<file path="src/rtl/breakout_result_buffer_if.sv">
// Handshake bundle between the breakout stage, the result buffer and its
// consumer.
//   in_*    : producer -> buffer valid/ready word transfer
//   out_*   : buffer -> consumer valid/ready word transfer
//   sum_clr : clears the delivered-word running sum
//   count   : buffer occupancy, 0..DEPTH
//   sum_out : running sum of delivered words, modulo 2^SUM_W
// slave is the buffer's view. master is the producer/consumer view.
interface breakout_result_buffer_if #(
    parameter int DATA_W = 6,
    parameter int DEPTH  = 4,
    parameter int SUM_W  = 10
);
    logic [DATA_W-1:0]         in_data;
    logic                      in_valid;
    logic                      in_ready;
    logic [DATA_W-1:0]         out_data;
    logic                      out_valid;
    logic                      out_ready;
    logic                      sum_clr;
    logic [$clog2(DEPTH):0]    count;
    logic [SUM_W-1:0]          sum_out;

    modport slave (
        input  in_data, in_valid, out_ready, sum_clr,
        output in_ready, out_data, out_valid, count, sum_out
    );

    modport master (
        output in_data, in_valid, out_ready, sum_clr,
        input  in_ready, out_data, out_valid, count, sum_out
    );
endinterface

</file>
<file path="src/rtl/breakout_result_buffer.sv">
// Result buffer behind the breakout block.
// It is a DEPTH-entry FIFO with valid/ready on both sides. It also keeps a
// running sum of every word that is handed to the consumer.
//   clk : rising-edge clock
//   rst : synchronous active-high reset. It clears the pointers, the count
//         and the sum. Memory contents are kept.
//   bus : slave view of breakout_result_buffer_if (handshakes, count, sum)
// All flags are decoded from registered state, so there is no combinational
// path from the input side to the output side.
module breakout_result_buffer #(
    parameter int DATA_W = 6,
    parameter int DEPTH  = 4,
    parameter int SUM_W  = 10
) (
    input  logic                      clk,
    input  logic                      rst,
    breakout_result_buffer_if.slave   bus
);
    localparam int PTR_W = $clog2(DEPTH);
    localparam int CNT_W = PTR_W + 1;

    logic [DATA_W-1:0] mem_q [DEPTH];
    logic [PTR_W-1:0]  wr_ptr_q, wr_ptr_d;
    logic [PTR_W-1:0]  rd_ptr_q, rd_ptr_d;
    logic [CNT_W-1:0]  count_q, count_d;
    logic [SUM_W-1:0]  sum_q, sum_d;
    logic              in_ready, out_valid, push, pop;
    logic [DATA_W-1:0] out_data;

    always_comb begin
        in_ready  = (count_q != CNT_W'(DEPTH));
        out_valid = (count_q != '0);
        out_data  = out_valid ? mem_q[rd_ptr_q] : '0;
        push      = bus.in_valid & in_ready;
        pop       = out_valid & bus.out_ready;
    end

    always_comb begin
        // DEPTH is a power of two, so the pointers wrap naturally.
        wr_ptr_d = wr_ptr_q + PTR_W'(push);
        rd_ptr_d = rd_ptr_q + PTR_W'(pop);

        count_d = count_q;
        case ({push, pop})
            2'b10:   count_d = count_q + 1'b1;
            2'b01:   count_d = count_q - 1'b1;
            default: count_d = count_q;
        endcase

        // The clear is applied first, so a clear with a pop leaves only the
        // popped word in the sum.
        sum_d = bus.sum_clr ? '0 : sum_q;
        if (pop) begin
            sum_d = sum_d + SUM_W'(out_data);
        end
    end

    always_ff @(posedge clk) begin
        if (rst) begin
            wr_ptr_q <= '0;
            rd_ptr_q <= '0;
            count_q  <= '0;
            sum_q    <= '0;
        end else begin
            wr_ptr_q <= wr_ptr_d;
            rd_ptr_q <= rd_ptr_d;
            count_q  <= count_d;
            sum_q    <= sum_d;
        end
    end

    // Storage is not reset. The pointers alone define which entries are live.
    always_ff @(posedge clk) begin
        if (!rst && push) begin
            mem_q[wr_ptr_q] <= bus.in_data;
        end
    end

    assign bus.in_ready  = in_ready;
    assign bus.out_valid = out_valid;
    assign bus.out_data  = out_data;
    assign bus.count     = count_q;
    assign bus.sum_out   = sum_q;
endmodule
</file>
<file path="src/flat_wrapper.sv">
// flat-port wrapper written by rule: the top's interface ports become plain ports
module breakout_result_buffer_flat 
#(
    parameter int DATA_W = 6,
    parameter int DEPTH  = 4,
    parameter int SUM_W  = 10
)
  (clk, rst, bus_in_data, bus_in_valid, bus_out_ready, bus_sum_clr, bus_in_ready, bus_out_data, bus_out_valid, bus_count, bus_sum_out);
  breakout_result_buffer_if #(.DATA_W(DATA_W), .DEPTH(DEPTH), .SUM_W(SUM_W)) bus_i ();
  input  logic clk;
  input  logic rst;
  input wire logic [$bits(bus_i.in_data)-1:0] bus_in_data;
  input wire logic [$bits(bus_i.in_valid)-1:0] bus_in_valid;
  input wire logic [$bits(bus_i.out_ready)-1:0] bus_out_ready;
  input wire logic [$bits(bus_i.sum_clr)-1:0] bus_sum_clr;
  output wire logic [$bits(bus_i.in_ready)-1:0] bus_in_ready;
  output wire logic [$bits(bus_i.out_data)-1:0] bus_out_data;
  output wire logic [$bits(bus_i.out_valid)-1:0] bus_out_valid;
  output wire logic [$bits(bus_i.count)-1:0] bus_count;
  output wire logic [$bits(bus_i.sum_out)-1:0] bus_sum_out;
  assign bus_i.in_data = bus_in_data;
  assign bus_i.in_valid = bus_in_valid;
  assign bus_i.out_ready = bus_out_ready;
  assign bus_i.sum_clr = bus_sum_clr;
  assign bus_in_ready = bus_i.in_ready;
  assign bus_out_data = bus_i.out_data;
  assign bus_out_valid = bus_i.out_valid;
  assign bus_count = bus_i.count;
  assign bus_sum_out = bus_i.sum_out;
  breakout_result_buffer #(.DATA_W(DATA_W), .DEPTH(DEPTH), .SUM_W(SUM_W)) u_core (.clk(clk), .rst(rst), .bus(bus_i));
endmodule
</file>
<file path="config.mk">
export PLATFORM = sky130hd
export DESIGN_NAME = breakout_result_buffer_flat
export DESIGN_NICKNAME = d
export VERILOG_FILES = /design/src/rtl/breakout_result_buffer_if.sv /design/src/rtl/breakout_result_buffer.sv /design/src/flat_wrapper.sv
export SDC_FILE = /design/constraint.sdc
export NUM_CORES = 1
export LEC_CHECK = 0
export BUFFER_PORTS_ARGS = -buffer_cell sky130_fd_sc_hd__buf_2
export CORE_MARGIN = 3
export CORE_UTILIZATION = 55
export CTS_CLUSTER_SIZE = 25
export DETAILED_ROUTE_END_ITERATION = 7
export PLACE_DENSITY_LB_ADDON = 0.25
export SLEW_MARGIN = 10
export SYNTH_ARGS = -nofsm -noshare
export SYNTH_HDL_FRONTEND = slang
export SYNTH_SLANG_ARGS = --single-unit
</file>
<file path="constraint.sdc">
create_clock -name clk -period 3.9 [get_ports clk]
set_input_delay 0.975 -clock clk [delete_from_list [all_inputs] [get_ports clk]]
set_output_delay 0.975 -clock clk [all_outputs]
set_load 0.01 [all_outputs]
</file>
==> impl_metrics.ini, run 1 <==
[clock_network]
clkTransAtPathRegs_ps = 120
cts_buffers = 5
clock_sinks = 41
cts_root_buf = clkbuf_4
post-cts-setup-buffers = 0
clockBufferDepth = 2
cts_resized = 0
postCtsHoldBufs = 0
cts_tree = done
insertion_delay_ps = 330
cts-htree-levels = 2

[timing]
fin_crit_ps = 3000
worstMarginPinSlew_ps = 1080
hold_viol_final = 0
finClkSkew_ps = 5.85
slew_headroom_pct = 27.6
setup_viol = 0
finalMaxSlewViolations = 0
fin_crit_sh_pct = 76.9
finalSetupTns_ps = 0
fmax_mhz = 333
grt_setup_unrepaired = no
hold_ws_ps = 506

[worst_setup_path]
slowest_delay_ps = 590
slowest_stage = dfxtp_1
start_kind = flip-flop
crit_chain = mux4_2, nor2b_1, ha_1, o211ai_2, o211a_1, or4_1, mux2_1
setup.worst_path.end_class = flip-flop
crit_required_ps = 4140
crit_arrival_ps = 3240
cp_max_fo = 7
critPathKind = flip-flop to flip-flop

[detailed_routing]
postRouteAntennaNets = 0
post_drt_wl_per_cell_um = 14.9
drt_iter0_markers = 104
avgViaCountPerCell = 5.51
drcViolationCount = 0
vias = 1329
first_pass_iters = 4
wirelength_um = 3590

[floorplan]
die_width_um = 65.9
coreArea_sq_um = 3390
start_util_pct = 58.1
rows = 21
die_h_um = 65.9
io-pin-count = 32
die-area_sq_um = 4340

[status]
outcome = complete, no violations

[synth]
async_flop_share_pct = 0
ys_types = 41
synth_nets = 180
postSynthCellCount = 158
ys.flop_type = edfxtp_1
synth_top_area_cell = edfxtp_1
yosysSeqAreaShare_pct = 53.8
synth_edf_count = 24
synth-seq-cells = 41
ys_top_cells_by_area = edfxtp_1 37%, dfxtp_1 17%, mux4_2 6.9%, ha_1 5.7%, nor2b_1 4.4%
synth_top_area_share_pct = 36.6
syn_avg_cell_area_sq_um = 12.5
syn_area_sq_um = 1970
yosys_warnings = 0

[power]
peakVddDrop_mv = 0.338
cellLeakagePower_nw = 0.918
power_density_nw_per_um2 = 578

[place]
place.gp.congestion = 0.960
dpl.hpwl_um = 2710
portBuffers = 31

[global_routing]
antenna_found_initial = 0
globalRouteOverflowTotal = 0
grt_pass1_vias = 1277
track_usage_pct = 18.3
grt_pass1_wl_um = 5910
grt_max_degree = 25

[job]
drv_cap = 0

[cells_and_area]
fin_util_pct = 66.7
drive_gt1_share_pct = 27.2
num_antenna_cells = 0
layout_common_cells = 31 x buf_2, 24 x edfxtp_1, 17 x dfxtp_1
synthToLayoutAreaGrowth_pct = 14.7
final_common_cell = buf_2
nNetsFinal = 216

[min_path]
holdCritPathClass = flip-flop to flip-flop
cell families (layout without fill, tap and decap cells):
group	count (synthesis)	in the layout	synth area share (%)
xor gates and xnor gates	5	5	2.22
adders and majority gates	11	11	7.75
DFF	41	41	53.8
buffers and inverters	15	52	3.30
AOI/OAI and AO/OA	25	25	9.14
and+or+nand+nor	51	51	14.8
muxes	10	10	8.95
power breakdown:
group | internal (W) | switching [W]
registers | 0.000504 | 0.0000493
clock network | 0.000133 | 0.000136
logic | 0.000216 | 0.000270
total | 0.000853 | 0.000455
synthesized netlist by cell type (2+ instances only):
cell type and number:
a211oi_1 3, a21o_1 2, a21oi_1 7, a311o_1 2
clkbuf_1 4, dfxtp_1 17, edfxtp_1 24, fa_1 2
ha_1 9, inv_1 7, inv_2 2, mux2i_1 3
mux4_2 6, nand2_1 3, nand3_1 2, nor2_1 14
nor2b_1 14, nor4_1 3, nor4b_1 4, o21ai_0 3
or3_1 3, or4_1 2, xnor2_1 3, xor2_1 2
metal layers:
layer | up-vias | part of all wire, % | global-route usage [%]
met1 | 639 | 44 | 23.1
met5 | - | 0 | 0
met4 | 0 | 1.1 | 7.77
met2 | 24 | 50 | 29.5
li1 | 662 | - | -
met3 | 4 | 4.6 | 5.10
state kept, by name (all words and copies together) (netlist names):
| signal | flops |
|---|---|
| u_core.bus.count | 3 |
| u_core.bus.sum_out | 10 |
| u_core.mem_q | 24 |
| u_core.rd_ptr_q | 2 |
| u_core.wr_ptr_q | 2 |
critical path, delay by kind of cell (launching register included):
| family | cells | cell delay, ps |
|---|---|---|
| fa+ha+maj | 1 | 420 |
| compound gates | 2 | 360 |
| mux | 2 | 870 |
| simple gates | 2 | 660 |
| flops | 1 | 590 |
path summary, 6_finish.rpt:
| check | startpoint | endpoint | slack (ps) | cells after the start |
|---|---|---|---|---|
| max | u_core.rd_ptr_q[0] | u_core.bus.sum_out[7] | 900 | 7 |
| max reg2reg | u_core.rd_ptr_q[0] | u_core.bus.sum_out[7] | 900 | 7 |
| min | u_core.bus.sum_out[8] | u_core.bus.sum_out[8] | 510 | 2 |
| min reg2reg | u_core.bus.sum_out[8] | u_core.bus.sum_out[8] | 510 | 2 |
per-stage QoR:
step                area (sq um)  cells  worst slack (ps)  power [W]
CTS                         2260    241               872    0.00133
finish                      2260    241               899    0.00131
global placement            2180    233               965    0.00103
global route                2260    241               698    0.00140
floorplan                   1970    158               906   0.000908
detailed placement          2180    233               916    0.00105
final cells by class:
class | count | area, sq um
Multi-Input combinational cell | 102 | 845
Sequential cell | 41 | 1060
Clock inverter | 3 | 41.3
Timing Repair Buffer | 35 | 185
Inverter | 9 | 33.8
Tap cell | 46 | 57.6
Fill cell | 257 | 1130
Clock buffer | 5 | 37.5
No activity file was read; power rests on OpenSTA's default activity.
==> run 2, diff against run 1 <==
--- a/config.mk
+++ b/config.mk
@@ -7,7 +7,7 @@
 export LEC_CHECK = 0
 export BUFFER_PORTS_ARGS = -buffer_cell sky130_fd_sc_hd__buf_2
 export CORE_MARGIN = 3
-export CORE_UTILIZATION = 55
+export CORE_UTILIZATION = 50
 export CTS_CLUSTER_SIZE = 25
 export DETAILED_ROUTE_END_ITERATION = 7
 export PLACE_DENSITY_LB_ADDON = 0.25
==> constraint.sdc (replaced) <==
create_clock -name clk -period 2.42 [get_ports clk]
set_input_delay 0.605 -clock clk [delete_from_list [all_inputs] [get_ports clk]]
set_output_delay 0.605 -clock clk [all_outputs]
set_load 0.01 [all_outputs]
==> run 2 against run 1 <==
  * The run now ends with negative setup slack left
  * Hold slack better by 11 ps
  * Total power grew 110%
  * Core utilization up 3.1 points
  * Sequential power rose by 63%
  * Critical endpoint unchanged
  * Largest cell class unchanged
  * Largest power group is now combinational logic
==> impl_metrics.ini, run 2 (synthesis results as in run 1) <==
[status]
outcome = finished with violations
violations = negative setup slack

[cells_and_area]
multi_input_area_sq_um = 1000
drive_gt1_share_pct = 43.4
synthToLayoutAreaGrowth_pct = 32.6
fin_cells = 260
num_antenna_cells = 0
largest_reg_flops = 24
regArea_sq_um = 1060
fin_util_pct = 69.8
layout_common_cells = 31 x buf_2, 24 x edfxtp_1, 21 x buf_4
nNetsFinal = 233
top_register = u_core.mem_q
final_common_cell = buf_2
fillers = 295
final_area_sq_um = 2610

[worst_setup_path]
crit_required_ps = 2600
slowest_delay_ps = 510
crit_chain = mux4_2, nor2b_4, ha_4, o211ai_2, o211a_1, or4_1, mux2_1
crit_family = multiplexers
crit_arrival_ps = 2700
start_kind = flip-flop
cp_max_fo = 7
setup.worst_path.end_class = flip-flop
cp_num_buf_inv = 0
critPathKind = flip-flop to flip-flop
slowest_stage = mux4_2
r2r_slack_ps = -90

[detailed_routing]
first_pass_iters = 4
drt_iter0_markers = 72
avgViaCountPerCell = 5.52
post_drt_wl_per_cell_um = 15.9
vias = 1435
postRouteAntennaNets = 0
drcViolationCount = 0
wirelength_um = 4130

[clock_network]
clockBufferDepth = 2
cts-htree-levels = 2
postCtsHoldBufs = 0
clock_sinks = 41
cts_buffers = 5
clkTransAtPathRegs_ps = 80
insertion_delay_ps = 290
cts_root_buf = clkbuf_8
cts_tree = done

[power]
power_density_nw_per_um2 = 1060
p_total_w = 0.00276
peakVddDrop_mv = 0.598
cellLeakagePower_nw = 1.06

[global_routing]
antenna_found_initial = 0
globalRouteOverflowTotal = 0
grt_pass1_wl_um = 6720
track_usage_pct = 19.7
grt_max_degree = 25
grt_pass1_vias = 1447

[timing]
fin_crit_sh_pct = 104
hold_viol_final = 0
worst_slack_ps = -93.2
worstMarginPinSlew_ps = 465
slew_headroom_pct = 69.0
fin_crit_ps = 2510
setup_viol = 3
grt_setup_unrepaired = yes
fmax_mhz = 398
finClkSkew_ps = 7.57
finalMaxSlewViolations = 0

[place]
portBuffers = 31
dpl_worst_slack_ps = -170
dpl.cell_count = 249
dpl.hpwl_um = 3020
place.gp.congestion = 0.860
post_dp_cell_area_sq_um = 2390

[floorplan]
rows = 22
die-area_sq_um = 4730
io-pin-count = 32
die_h_um = 68.8
start_util_pct = 52.6
coreArea_sq_um = 3740
die_width_um = 68.8

[job]
drv_cap = 0

[min_path]
holdCritPathClass = flip-flop to flip-flop
[run 2: metrics by stage]
step,TNS (ps),hold WS [ps]
final,-120,517
after CTS,-129,514
after global placement,-467,477
after floorplan,-241,502
after detailed placement,-727,509
after global routing,-690,510
[run 2: report_power, final]
part	internal, W	leakage (nW)	switching (W)
sequential	0.000818	0.357	0.0000845
combinational	0.000616	0.632	0.000586
clock	0.000415	0.0687	0.000242
[run 2: routing by layer]
metal | wire length [um] | GRT usage, % | up-vias
met4 | 37 | 6.33 | 0
met5 | 0 | 0 | -
met3 | 168 | 5.83 | 6
met2 | 2180 | 34.6 | 31
li1 | - | - | 692
met1 | 1740 | 23.0 | 706
[run 2: final cells by class]
cell class | instances | area share, %
Timing Repair Buffer | 52 | 12.0
Inverter | 9 | 1.29
Sequential cell | 41 | 40.8
Tap cell | 48 | 2.30
Clock inverter | 3 | 2.63
Clock buffer | 5 | 2.63
Multi-Input combinational cell | 102 | 38.4
[run 2: repair_timing]
action                     4_1_cts  5_1_grt
setup endpoints to repair        6        9
pin swaps                        3        2
gates resized for setup          7        6
setup buffers                    2        1
[run 2: worst min-delay path, stage by stage (launching register included)]
cell and delay (ps):
dfxtp_1 340, nand2_1 60, mux2i_1 70
[run 2: final timing paths]
kind / depth (start not counted) / endpoint / startpoint
worst max-delay path: 7 / u_core.bus.sum_out[7] / u_core.rd_ptr_q[0]
worst min-delay path: 2 / u_core.bus.sum_out[8] / u_core.bus.sum_out[8]
worst max register to register: 7 / u_core.bus.sum_out[7] / u_core.rd_ptr_q[0]
worst min register to register: 2 / u_core.bus.sum_out[8] / u_core.bus.sum_out[8]
